`src/rtl/hazard_unit.sv`:
```
// Pipeline hazard controller: forwarding selects, load-use stall, multi-cycle EX hold, redirect flush.
// Optional HAZARD_PERF_EN adds saturating stall/flush performance counters.
module hazard_unit #(
  parameter int unsigned AW     = 5,
  parameter int unsigned MD_LAT = 4,
  parameter int unsigned CW     = 16
) (
  input  logic          clock,
  input  logic          reset,
  input  logic          id_valid,
  input  logic [AW-1:0] id_rs,
  input  logic [AW-1:0] id_rt,
  input  logic          id_uses_rs,
  input  logic          id_uses_rt,
  input  logic          id_wr,
  input  logic [AW-1:0] id_rd,
  input  logic          id_is_load,
  input  logic          id_is_md,
  input  logic          ex_redirect,
  output logic          stall,
  output logic          hold_ex,
  output logic          id_bubble,
  output logic          ex_bubble,
  output logic          flush,
  output logic [1:0]    fwd_rs,
  output logic [1:0]    fwd_rt,
  output logic          md_busy,
  output logic [CW-1:0] stall_count,
  output logic [CW-1:0] flush_count
);

  localparam int unsigned MW = 4;

  // The load flag only matters while the producer sits in EX, so MEM/WB omit it.
  logic          ex_v, ex_ld, ex_us_rs, ex_us_rt;
  logic [AW-1:0] ex_rd, ex_rs, ex_rt;
  logic          mem_v, wb_v;
  logic [AW-1:0] mem_rd, wb_rd;
  logic [MW-1:0] md_cnt;

  logic redirect, load_use;
  logic mem_hit_rs, mem_hit_rt, wb_hit_rs, wb_hit_rt;

  always_comb begin
    md_busy  = (md_cnt != '0);
    redirect = ex_redirect & ~md_busy & reset;
    load_use = id_valid & ex_v & ex_ld & (ex_rd != '0) &
               ((id_uses_rs & (id_rs == ex_rd)) | (id_uses_rt & (id_rt == ex_rd)));

    stall     = md_busy | (load_use & ~redirect);
    hold_ex   = md_busy;
    ex_bubble = md_busy;
    id_bubble = redirect | load_use;
    flush     = redirect;
  end

  always_comb begin
    mem_hit_rs = mem_v & (mem_rd != '0) & (mem_rd == ex_rs);
    mem_hit_rt = mem_v & (mem_rd != '0) & (mem_rd == ex_rt);
    wb_hit_rs  = wb_v  & (wb_rd  != '0) & (wb_rd  == ex_rs);
    wb_hit_rt  = wb_v  & (wb_rd  != '0) & (wb_rd  == ex_rt);

    fwd_rs = 2'b00;
    if (ex_us_rs && mem_hit_rs)     fwd_rs = 2'b01;
    else if (ex_us_rs && wb_hit_rs) fwd_rs = 2'b10;

    fwd_rt = 2'b00;
    if (ex_us_rt && mem_hit_rt)     fwd_rt = 2'b01;
    else if (ex_us_rt && wb_hit_rt) fwd_rt = 2'b10;
  end

  always_ff @(posedge clock or negedge reset) begin
    if (!reset) begin
      ex_v     <= 1'b0;
      ex_ld    <= 1'b0;
      ex_us_rs <= 1'b0;
      ex_us_rt <= 1'b0;
      ex_rd    <= '0;
      ex_rs    <= '0;
      ex_rt    <= '0;
      mem_v    <= 1'b0;
      mem_rd   <= '0;
      wb_v     <= 1'b0;
      wb_rd    <= '0;
      md_cnt   <= '0;
    end else begin
      // MEM/WB keep moving while EX is frozen; MEM just receives a bubble.
      wb_v   <= mem_v;
      wb_rd  <= mem_rd;
      mem_v  <= ex_v & ~ex_bubble;
      mem_rd <= ex_rd;
      if (!hold_ex) begin
        ex_v     <= id_valid & id_wr & ~id_bubble;
        ex_ld    <= id_is_load;
        ex_rd    <= id_rd;
        ex_rs    <= id_rs;
        ex_rt    <= id_rt;
        ex_us_rs <= id_uses_rs;
        ex_us_rt <= id_uses_rt;
      end
      if (md_busy)
        md_cnt <= md_cnt - MW'(1);
      else if (id_valid && id_is_md && !id_bubble)
        md_cnt <= MW'(MD_LAT - 1);
    end
  end

`ifdef HAZARD_PERF_EN
  logic [CW-1:0] stall_cnt, flush_cnt;

  always_ff @(posedge clock or negedge reset) begin
    if (!reset) begin
      stall_cnt <= '0;
      flush_cnt <= '0;
    end else begin
      if (stall && stall_cnt != '1) stall_cnt <= stall_cnt + CW'(1);
      if (flush && flush_cnt != '1) flush_cnt <= flush_cnt + CW'(1);
    end
  end

  assign stall_count = stall_cnt;
  assign flush_count = flush_cnt;
`else
  assign stall_count = '0;
  assign flush_count = '0;
`endif

endmodule

```
`config.mk`:
```
export PLATFORM = sky130hd
export DESIGN_NAME = hazard_unit
export DESIGN_NICKNAME = d
export VERILOG_FILES = /design/src/rtl/hazard_unit.sv
export SDC_FILE = /design/constraint.sdc
export NUM_CORES = 1
export LEC_CHECK = 0
export CAP_MARGIN = 20
export CORE_MARGIN = 10
export CORE_UTILIZATION = 35
export DETAILED_ROUTE_END_ITERATION = 8
export DONT_BUFFER_PORTS = 1
export PLACE_DENSITY = 0.54
export SLEW_MARGIN = 0
export SYNTH_ARGS = -nofsm -noshare
export SYNTH_HDL_FRONTEND = slang
export SYNTH_SLANG_ARGS = --single-unit
```
`constraint.sdc`:
```
create_clock -name clock -period 2.75 [get_ports clock]
set_input_delay 0.825 -clock clock [delete_from_list [all_inputs] [get_ports clock]]
set_output_delay 0.825 -clock clock [all_outputs]
set_load 0.02 [all_outputs]
```
==> impl_metrics.json <==
{
  "synth-edff-count": 0,
  "crit_type": "reg2out",
  "seq_area_frac_synth": 0.454,
  "dr.first_iter.drc_count": 45,
  "clock_path_buffers": 2,
  "postLayoutCoreUtil": 0.397,
  "grt_max_degree": 37,
  "yosys.cell_types.count": 28,
  "max_cap_violations": 0,
  "initial_utilization": 0.369,
  "yosysMostFrequentCell": "nand2_1",
  "p_int_uw": 1370,
  "totalWireLength_mm": 4.41,
  "skew_ns": 0.00930,
  "endpoint_kind": "output port",
  "critPathRequiredTime_ns": 1.93,
  "cts_tree": "done",
  "p_sw_uw": 951,
  "cts_max_level": 2,
  "rows": 26,
  "fin_nets": 251,
  "status": "finished, final reports clean",
  "core_area_sq_um": 5240,
  "synth_flop_cell": "dfrtp_1",
  "die_y_um": 94.3,
  "min_period_over_period": 0.966,
  "p_per_area_nw_per_um2": 1120,
  "port_buffers": 0,
  "synth_area_sq_um": 1930,
  "via_count": 1324,
  "cp_max_fo": 4,
  "drc_errors": 0,
  "grt_usage": 0.103,
  "n_antenna_cell": 0,
  "synth_top_area_frac": 0.454,
  "yosysTopAreaCell": "dfrtp_1",
  "start_kind": "flip-flop",
  "ys_ff_latch": 35,
  "dieArea_sq_um": 8890,
  "clock_latency_ns": 0.29,
  "cts_root_buffer": "clkbuf_8",
  "finalMaxSlewViolations": 0,
  "avgRoutedWirePerCell_um": 14.8,
  "drtAntennaViolNets": 0,
  "cts_hold_buf": 0,
  "vdd_drop_max_uv": 534,
  "drive_gt1_frac": 0.132,
  "clkTransAtPathRegs_ns": 0.07,
  "async_reset_ff_frac": 1.00,
  "setup_viol": 0,
  "fmax_mhz": 376,
  "hold_viol": 0,
  "die_x_um": 94.3,
  "cts_made_buffers": 5,
  "place_hpwl_mm": 3.38,
  "n_fill_cell": 547,
  "switching_share": 0.409,
  "io_pins": 66,
  "grt_overflow": 0,
  "viasPerCell": 4.46,
  "fin_tns_setup_ns": 0,
  "hold_class": "in2async",
  "cts.sinks": 35,
  "worstPathArrival_ns": 1.83,
  "ys_top_cells_by_count": "nand2_1 (63), dfrtp_1 (35), buf_4 (34), xnor2_1 (22)",
  "grt_pass1_wl_mm": 7.13,
  "period_minus_slack_ns": 2.66,
  "gp_congestion": 0.727,
  "firstDrtPassIters": 4,
  "yosysWarningCount": 0,
  "netlist_top_cells_area": "dfrtp_1 (45%), buf_4 (13%), nand2_1 (12%)",
  "syn_area_per_cell_sq_um": 9.06,
  "p_comb_frac": 0.390,
  "fin_hold_ws_ns": 0.228,
  "power_frac_seq": 0.453,
  "grt_pass1_vias": 1368,
  "antenna_found_initial": 0,
  "area_growth_pct": 7.71,
  "leakagePower_uw": 0.000981,
  "synth_cells": 213,
  "p_clk_frac": 0.157
}
==> layout make-up <==
cell class	count	area [sq um]	share of cell area
clock buffers	6	72.6	0.0349
clock inverters	2	12.5	0.00602
inverters	4	15.0	0.00722
multi-input cells	167	916	0.440
flip-flops and latches	35	878	0.422
well taps	70	87.6	0.0421
repair buffers	13	97.6	0.0469
==> state kept, by name, indices dropped and copies added (netlist names) <==
name	cells
ex_rd	5
ex_rs	5
ex_rt	5
mem_rd	5
wb_rd	5
md_cnt	4
ex_ld	1
ex_us_rs	1
ex_us_rt	1
ex_v	1
mem_v	1
wb_v	1
==> critical path: stages, from the launching register on <==
cell and delay [ns]:
dfrtp_2 0.43, or4_4 0.56, o21ai_4 0.19, nor3_2 0.06, nor3_1 0.13, buf_4 0.17
==> through the flow <==
step	area [sq um]	setup slack, ns	power, uW	instances
after floorplan	2050	0.179	1740	244
after global placement	1930	0.223	1890	285
after detailed placement	1930	0.196	1920	285
after CTS	2020	0.0187	2290	293
after global routing	2080	-0.000188	2540	297
final	2080	0.0939	2320	297
==> what timing repair did <==
item | in CTS | in global routing
buffers inserted | 0 | 4
pin swaps | 0 | 5
resized for setup | 1 | 7
setup endpoints to repair | 1 | 2
==> power groups by stage <==
| stage | Sequential, uW | Combinational (uW) | Clock (uW) |
|---|---|---|---|
| after detailed placement | 1070 | 853 | 0 |
| after CTS | 1060 | 857 | 376 |
| after global placement | 1060 | 834 | 0 |
| final | 1050 | 907 | 364 |
| after global routing | 1100 | 1040 | 405 |
| after floorplan | 973 | 771 | 0 |
==> metal layers <==
metal / GRT usage / vias up / share of wire
li1: - / 651 / -
met4: 0.0342 / 0 / 0.0063
met5: 0 / - / 0
met2: 0.160 / 47 / 0.47
met3: 0.0528 / 4 / 0.092
met1: 0.120 / 622 / 0.43
==> final timing paths <==
kind | start | endpoint | slack [ns] | cells after the start
setup / recovery | mem_rd[2] | fwd_rt[1] | 0.09 | 5
hold / removal | reset | mem_rd[3] | 0.23 | 0
setup reg to reg | md_cnt[1] | md_cnt[1] | 1.00 | 6
hold reg to reg | mem_rd[1] | wb_rd[1] | 0.44 | 0
max in group asynchronous | reset | md_cnt[0] | 2.42 | 0
min in group clock | mem_rd[1] | wb_rd[1] | 0.44 | 0
==> logic make-up (layout without fill, tap and decap cells) <==
group           after synthesis  count (layout)  share of synthesized area
simple gates                 92              92                      0.211
buf+inv                      42              25                      0.148
flops                        35              35                      0.454
xor+xnor                     30              30                      0.136
compound gates               12              12                     0.0434
fa+ha+maj                     1               1                    0.00648
other cells                   1              32                    0.00194
==> cell usage in the layout, fill, tap and decap left out, types with 2 or more instances in the layout <==
cell type,instances
dfrtp_2,2
nor3_2,3
conb_1,32
inv_1,4
xnor2_1,22
xor2_1,8
dfrtp_1,33
buf_4,13
nor3_1,3
nand4_1,5
clkbuf_8,5
nand3_1,8
o21ai_0,4
nor2_1,2
nand2_1,63
nor4_1,2
(Power assumes the default switching activity.)
